**src/rtl/divider_pkg.sv**
```systemverilog
// Shared defaults and helpers for the multi-channel tick divider.
package divider_pkg;

    localparam int unsigned CNT_W_DEF       = 27;
    localparam int unsigned DEFAULT_DIV_DEF = 50000000;

    // What a channel does on the coming clock edge, highest priority first.
    typedef enum logic [1:0] {
        CH_SYNC = 2'd0,
        CH_IDLE = 2'd1,
        CH_RUN  = 2'd2,
        CH_HOLD = 2'd3
    } ch_mode_e;

    // Channel-index width: clog2 of the channel count, never below one bit.
    function automatic int unsigned idx_w(input int unsigned n);
        return (n <= 1) ? 1 : $clog2(n);
    endfunction

endpackage

```
**src/rtl/div_channel.sv**
```systemverilog
// One tick channel: active/shadow divisor pair, up-counter, registered
// tick pulse and 50 % level output.
module div_channel
    import divider_pkg::*;
#(
    parameter int unsigned CNT_W       = CNT_W_DEF,
    parameter int unsigned DEFAULT_DIV = DEFAULT_DIV_DEF
) (
    input  logic             i_clk,
    input  logic             i_rst_n,
    input  logic             i_en,
    input  logic             i_sync,
    input  logic             i_wr_en,
    input  logic [CNT_W-1:0] i_wr_div,
    output logic             o_tick,
    output logic             o_level
);

    logic [CNT_W-1:0] r_active;
    logic [CNT_W-1:0] r_shadow;
    logic [CNT_W-1:0] r_count;
    logic             r_tick;
    logic             r_level;

    logic [CNT_W-1:0] w_shadow_nxt;
    logic [CNT_W-1:0] w_last;
    logic             w_wrap;
    ch_mode_e         w_mode;

    // Shadow as it will be after this edge; a same-cycle write is visible
    // to a wrap or sync, so the new divisor applies without delay.
    always_comb begin
        w_shadow_nxt = r_shadow;
        if (i_wr_en) begin
            w_shadow_nxt = i_wr_div;
        end
    end

    // Classify the cycle and find the wrap point; D-1 is only formed for
    // D>=1 so an idle channel never compares against an underflowed value.
    always_comb begin
        w_last = '0;
        w_mode = CH_HOLD;
        if (r_active != '0) begin
            w_last = r_active - CNT_W'(1);
        end
        if (i_sync) begin
            w_mode = CH_SYNC;
        end else if (r_active == '0) begin
            w_mode = CH_IDLE;
        end else if (i_en) begin
            w_mode = CH_RUN;
        end
        w_wrap = (w_mode == CH_RUN) && (r_count == w_last);
    end

    // Divisor, counter and output registers.
    always_ff @(posedge i_clk or negedge i_rst_n) begin
        if (!i_rst_n) begin
            r_active <= CNT_W'(DEFAULT_DIV);
            r_shadow <= CNT_W'(DEFAULT_DIV);
            r_count  <= '0;
            r_tick   <= 1'b0;
            r_level  <= 1'b0;
        end else begin
            r_shadow <= w_shadow_nxt;
            case (w_mode)
                CH_SYNC: begin
                    r_count  <= '0;
                    r_tick   <= 1'b0;
                    r_level  <= 1'b0;
                    r_active <= w_shadow_nxt;
                end
                CH_IDLE: begin
                    // Registered shadow, so a start write takes one extra cycle.
                    r_count  <= '0;
                    r_tick   <= 1'b0;
                    r_active <= r_shadow;
                end
                CH_RUN: begin
                    if (w_wrap) begin
                        r_count  <= '0;
                        r_tick   <= 1'b1;
                        r_level  <= ~r_level;
                        r_active <= w_shadow_nxt;
                    end else begin
                        r_count  <= r_count + CNT_W'(1);
                        r_tick   <= 1'b0;
                    end
                end
                default: begin
                    r_tick <= 1'b0;
                end
            endcase
        end
    end

    assign o_tick  = r_tick;
    assign o_level = r_level;

endmodule

```
**src/rtl/multi_tick_divider.sv**
```systemverilog
// Runtime-programmable multi-channel tick generator: decodes the divisor
// write port into per-channel strobes and replicates div_channel.
module multi_tick_divider
    import divider_pkg::*;
#(
    parameter  int unsigned NUM_CH      = 4,
    parameter  int unsigned CNT_W       = CNT_W_DEF,
    parameter  int unsigned DEFAULT_DIV = DEFAULT_DIV_DEF,
    localparam int unsigned CH_W        = idx_w(NUM_CH)
) (
    input  logic              i_clk,
    input  logic              i_rst_n,
    input  logic [NUM_CH-1:0] i_en,
    input  logic              i_sync,
    input  logic              i_wr_en,
    input  logic [CH_W-1:0]   i_wr_ch,
    input  logic [CNT_W-1:0]  i_wr_div,
    output logic [NUM_CH-1:0] o_tick,
    output logic [NUM_CH-1:0] o_level
);

    logic [NUM_CH-1:0] w_wr_sel;

    // One-hot write strobe; an index at or above NUM_CH selects nothing.
    always_comb begin
        w_wr_sel = '0;
        for (int unsigned k = 0; k < NUM_CH; k++) begin
            if (i_wr_en && (i_wr_ch == CH_W'(k))) begin
                w_wr_sel[k] = 1'b1;
            end
        end
    end

    for (genvar g = 0; g < NUM_CH; g++) begin : g_ch
        div_channel #(
            .CNT_W       (CNT_W),
            .DEFAULT_DIV (DEFAULT_DIV)
        ) u_ch (
            .i_clk    (i_clk),
            .i_rst_n  (i_rst_n),
            .i_en     (i_en[g]),
            .i_sync   (i_sync),
            .i_wr_en  (w_wr_sel[g]),
            .i_wr_div (i_wr_div),
            .o_tick   (o_tick[g]),
            .o_level  (o_level[g])
        );
    end

endmodule

```
**config.mk**
```make
export PLATFORM = sky130hd
export DESIGN_NAME = multi_tick_divider
export DESIGN_NICKNAME = d
export VERILOG_FILES = /design/src/rtl/divider_pkg.sv /design/src/rtl/div_channel.sv /design/src/rtl/multi_tick_divider.sv
export SDC_FILE = /design/constraint.sdc
export NUM_CORES = 1
export LEC_CHECK = 0
export CAP_MARGIN = 25
export CORE_ASPECT_RATIO = 0.9
export CORE_MARGIN = 2
export CORE_UTILIZATION = 55
export DETAILED_ROUTE_END_ITERATION = 10
export DONT_BUFFER_PORTS = 1
export PLACE_DENSITY = 0.7
export RECOVER_POWER = 100
export SKIP_CTS_REPAIR_TIMING = 1
export SYNTH_ARGS = -nofsm -noshare
export SYNTH_HDL_FRONTEND = slang
export SYNTH_SLANG_ARGS = --single-unit
```
**constraint.sdc**
```tcl
create_clock -name i_clk -period 5.94 [get_ports i_clk]
set_input_delay 1.485 -clock i_clk [delete_from_list [all_inputs] [get_ports i_clk]]
set_output_delay 1.485 -clock i_clk [all_outputs]
set_load 0.02 [all_outputs]
```
==> impl_metrics.json <==
{
  "detailedRoute.firstIterationViolations": 1718,
  "internal_power_mw": 4.759,
  "pin_count_of_the_biggest_net_entering_global_routing": 333,
  "fp.coreArea_um2": 38370,
  "final_hold_viol_count": 0,
  "worstSetupPathType": "reg -> reg",
  "max-vdd-ir-drop_uv": 210.6,
  "cellPowerDensity_nw_per_um2": 302.7,
  "die_area_um2": 40440,
  "grt_setup_unrepaired": "no",
  "seq_power_share_pct": 43.6,
  "design.portCount": 45,
  "clockRootBuffer": "sky130_fd_sc_hd__clkbuf_16",
  "async_set_or_reset_register_ratio_after_synthesis_pct": 100.0,
  "first_pass_iters": 5,
  "die_x_um": 211.8,
  "synth-edff-count": 0,
  "clock_net_sink_count": 332,
  "compound_gate_portion_of_the_synthesized_area_pct": 11.69,
  "die_y_extent_um": 191.0,
  "cts.clk_slew.worst_paths_ps": 60,
  "max_freq_mhz": 186.4,
  "register_area_um2": 8428,
  "start_kind": "flop",
  "grt_antenna_before_repair": 0,
  "switching_share_of_total_power_pct": 31.40,
  "globalplace.congestion": 0.9625,
  "placed_area_um2": 21660,
  "post-layout-total-power_mw": 6.937,
  "track_usage_pct": 29.32,
  "gate_power_share_pct": 21.3,
  "hpwl_dp_um": 41620,
  "route.detailed.wl_per_inst_um": 21.22,
  "flow.area_growth_from_synthesis_pct": 7.244,
  "synth_fp_nets": 2333,
  "crit_path_max_fanout": 20,
  "fin_skew_ps": 16.30,
  "reg2reg_slack_ps": 580,
  "via_count_of_the_first_global_routing_pass": 16850,
  "synth_area_per_cell_um2": 9.339,
  "power.static_leakage_nw": 9.661,
  "outcome": "complete, but fails checks",
  "drc": 0,
  "yosys.area_share.xor_xnor_pct": 6.032,
  "vias": 17470,
  "num-nets-final": 2255,
  "post_synth_fa_ha_maj_area_fraction_pct": 0.4685,
  "rows": 68,
  "timing_max_transition_violations_final": 112,
  "layout-drive-gt1-share_pct": 11.66,
  "synth_cell_type_count": 91,
  "netlist_instances": 2288,
  "worstMarginPinSlew_ps": 1729,
  "failed_checks": "max-capacitance violations, max-slew violations",
  "muxShareOfSynthArea_pct": 14.59,
  "area_of_the_mapped_netlist_um2": 21370,
  "antenna_cells": 0,
  "finalCritPeriodShare_pct": 90.32,
  "p_switching_mw": 2.178,
  "layout.cell_area.non_filler_um2": 22910,
  "relative_slew_slack_pct": -15.29,
  "holdCritPathClass": "reg -> reg",
  "post_synth_and_or_nand_nor_area_fraction_pct": 22.98,
  "worst_ep_required_time_ps": 6420,
  "arrival_time_worst_endpoint_ps": 5850,
  "h-tree-depth": 2,
  "fin_tns_setup_ps": 0,
  "placement.io_buffers": 0,
  "cell_accounting_for_the_most_synthesized_area": "sky130_fd_sc_hd__dfrtp_1",
  "end_kind": "flop",
  "synth_largest_type_area_fraction_pct": 27.64,
  "grt_first_pass_wirelength_um": 93880,
  "fillers": 3287,
  "synth_top_family_by_area": "simple AND/OR/NAND/NOR gates",
  "cts_buffers": 37,
  "final_antenna_net_count": 0,
  "start_util_pct": 55.68,
  "clockBufferDepth": 3,
  "multi_input_comb_area_um2": 11930,
  "ys_warn_count": 0,
  "route.detailed.vias_per_inst": 6.322,
  "synthFlopType": "sky130_fd_sc_hd__dfrtp_1",
  "synth.area.top_cells": "sky130_fd_sc_hd__dfrtp_1 28%, sky130_fd_sc_hd__dfstp_2 12%, sky130_fd_sc_hd__mux2i_1 8.5%, sky130_fd_sc_hd__mux2_2 6.1%, sky130_fd_sc_hd__xnor2_1 3.8%",
  "register_area_share_after_synthesis_pct": 39.44,
  "global_route.overflow_total": 0,
  "clock_tree_from_tritoncts": "built",
  "insertion_delay_ps": 560,
  "clockPowerShare_pct": 35.0,
  "period_minus_slack_ps": 5365,
  "setup_viol": 0,
  "max_cap_viol_count": 4,
  "wirelength_um": 58630,
  "flop_and_latch_count_out_of_synthesis": 332
}
==> sequential cells by signal (all words and copies together), names as in the netlist <==
signal and flops:
g_ch.u_ch.r_active 108, g_ch.u_ch.r_shadow 108, g_ch.u_ch.o_tick 4, g_ch.u_ch.r_count 108, g_ch.u_ch.o_level 4
==> cell usage in the layout, fill, tap and decap left out, types with 9 or more instances in the layout <==
cell / Yosys / final
sky130_fd_sc_hd__nor3b_1: 15 / 15
sky130_fd_sc_hd__nand2_1: 146 / 146
sky130_fd_sc_hd__inv_1: 98 / 98
sky130_fd_sc_hd__dfrtp_1: 236 / 236
sky130_fd_sc_hd__and3_1: 60 / 60
sky130_fd_sc_hd__nand2b_1: 16 / 16
sky130_fd_sc_hd__mux2i_1: 181 / 181
sky130_fd_sc_hd__o21ai_1: 19 / 11
sky130_fd_sc_hd__nand3_1: 109 / 109
sky130_fd_sc_hd__or4_1: 30 / 30
sky130_fd_sc_hd__xnor2_1: 92 / 92
sky130_fd_sc_hd__buf_4: 11 / 19
sky130_fd_sc_hd__a21oi_1: 62 / 60
sky130_fd_sc_hd__nor4_1: 57 / 58
sky130_fd_sc_hd__and2_1: 18 / 17
sky130_fd_sc_hd__or2_2: 12 / 11
sky130_fd_sc_hd__o22ai_1: 17 / 17
sky130_fd_sc_hd__nor2_1: 173 / 171
sky130_fd_sc_hd__o31ai_1: 26 / 26
sky130_fd_sc_hd__clkbuf_1: 115 / 16
sky130_fd_sc_hd__clkbuf_16: 0 / 44
sky130_fd_sc_hd__or3_1: 34 / 34
sky130_fd_sc_hd__nor3_1: 69 / 69
sky130_fd_sc_hd__o21ai_0: 74 / 82
sky130_fd_sc_hd__nand4_1: 60 / 61
sky130_fd_sc_hd__xor2_1: 50 / 50
sky130_fd_sc_hd__and4_1: 16 / 16
sky130_fd_sc_hd__nor2b_1: 21 / 21
sky130_fd_sc_hd__a211oi_1: 17 / 17
sky130_fd_sc_hd__mux2_1: 0 / 77
sky130_fd_sc_hd__a22o_1: 10 / 10
sky130_fd_sc_hd__mux2_2: 116 / 39
sky130_fd_sc_hd__o211ai_1: 11 / 11
sky130_fd_sc_hd__nand3b_1: 11 / 11
sky130_fd_sc_hd__dfstp_2: 96 / 94
sky130_fd_sc_hd__o32ai_1: 9 / 9
sky130_fd_sc_hd__a31oi_1: 13 / 13
==> path summary, 6_finish.rpt <==
kind | start | endpoint | cells past startpoint
max in group asynchronous | i_rst_n | g_ch[2].u_ch.r_active[18] | 0
min in group asynchronous | i_rst_n | g_ch[3].u_ch.r_count[8] | 0
max reg2reg | g_ch[1].u_ch.r_active[12] | g_ch[1].u_ch.r_active[19] | 11
min reg2reg | g_ch[3].u_ch.r_active[20] | g_ch[3].u_ch.r_active[20] | 2
max | g_ch[1].u_ch.r_active[12] | g_ch[1].u_ch.r_active[19] | 11
min | g_ch[3].u_ch.r_active[20] | g_ch[3].u_ch.r_active[20] | 2
==> metrics by stage <==
step	cells	util [%]	hold slack, ps	worst slack, ps
final	2763	59.72	506.0	575.1
after global routing	2763	59.72	521.9	290.1
after CTS	2762	59.81	501.0	879.5
after detailed placement	2695	56.44	484.9	914.8
after global placement	2695	56.44	482.1	1108
after floorplan	2288	-	450.0	2178
==> cells by family after synthesis <==
logic type / count (synthesis)
simple gates: 894
compound gates: 366
flops: 332
mux: 297
buf+inv: 247
xor+xnor: 144
fa+ha+maj: 8
==> synthesized netlist by cell type, types with 7 or more instances <==
cell type / count
sky130_fd_sc_hd__nand4_1: 60
sky130_fd_sc_hd__nor4_1: 57
sky130_fd_sc_hd__nand3_1: 109
sky130_fd_sc_hd__nor4b_1: 7
sky130_fd_sc_hd__xnor2_1: 92
sky130_fd_sc_hd__and2_1: 18
sky130_fd_sc_hd__dfstp_2: 96
sky130_fd_sc_hd__o21ai_1: 19
sky130_fd_sc_hd__xor2_1: 50
sky130_fd_sc_hd__and3_1: 60
sky130_fd_sc_hd__a31oi_1: 13
sky130_fd_sc_hd__o2111ai_1: 8
sky130_fd_sc_hd__o22ai_1: 17
sky130_fd_sc_hd__buf_2: 14
sky130_fd_sc_hd__clkbuf_1: 115
sky130_fd_sc_hd__or4_1: 30
sky130_fd_sc_hd__a21oi_1: 62
sky130_fd_sc_hd__buf_4: 11
sky130_fd_sc_hd__nor4_2: 9
sky130_fd_sc_hd__a211oi_1: 17
sky130_fd_sc_hd__o32ai_1: 9
sky130_fd_sc_hd__a21o_1: 8
sky130_fd_sc_hd__ha_1: 8
sky130_fd_sc_hd__inv_1: 98
sky130_fd_sc_hd__and4_1: 16
sky130_fd_sc_hd__o21a_1: 8
sky130_fd_sc_hd__o21ai_0: 74
sky130_fd_sc_hd__nor2b_1: 21
sky130_fd_sc_hd__nand2_1: 146
sky130_fd_sc_hd__a2111oi_0: 7
sky130_fd_sc_hd__or2_2: 12
sky130_fd_sc_hd__o211ai_1: 11
sky130_fd_sc_hd__mux2i_1: 181
sky130_fd_sc_hd__dfrtp_1: 236
sky130_fd_sc_hd__a22o_1: 10
sky130_fd_sc_hd__or3_1: 34
sky130_fd_sc_hd__nor3_1: 69
sky130_fd_sc_hd__nor3b_1: 15
sky130_fd_sc_hd__mux2_2: 116
sky130_fd_sc_hd__o31ai_1: 26
sky130_fd_sc_hd__nand2b_1: 16
sky130_fd_sc_hd__nand3b_1: 11
sky130_fd_sc_hd__nor2_1: 173
==> critical path, stage by stage (launching register included) <==
cell and delay [ps]:
sky130_fd_sc_hd__dfstp_1 470, sky130_fd_sc_hd__nor4_1 740, sky130_fd_sc_hd__nand4_1 540, sky130_fd_sc_hd__nor2_1 730, sky130_fd_sc_hd__o22ai_1 240, sky130_fd_sc_hd__xor2_1 220
sky130_fd_sc_hd__o21bai_1 180, sky130_fd_sc_hd__or4_1 550, sky130_fd_sc_hd__nor4_1 310, sky130_fd_sc_hd__a211o_1 770, sky130_fd_sc_hd__buf_12 280, sky130_fd_sc_hd__mux2i_1 240
==> power by group through the flow <==
stage          registers [mW]  clock network (mW)  logic [mW]
3_3_place_gp             3.03                   0        1.45
4_1_cts                  3.02                2.48        1.49
5_1_grt                  3.08                2.57        1.63
2_1_floorplan            2.90                   0        1.23
3_5_place_dp             3.05                   0        1.48
6_report                 3.03                2.43        1.48
==> layout make-up <==
class / count / area share (%)
multi-input cells: 1709 / 52.05
flip-flops and latches: 332 / 36.78
clock buffers: 53 / 5.040
well taps: 525 / 2.867
inverters: 98 / 1.605
repair buffers: 32 / 1.054
clock inverters: 14 / 0.6006
==> per-layer routing <==
layer  share of wire, %  global-route usage, %  up-vias  wire length, µm
met2                 45                  46.94      501            26570
li1                   -                      -     8226                -
met1                 46                  41.86     8647            27160
met5                  0                      0        -                0
met3                5.6                  3.959       95             3258
met4                2.8                  7.774        0             1645
Power figures use the tool's default switching activity.
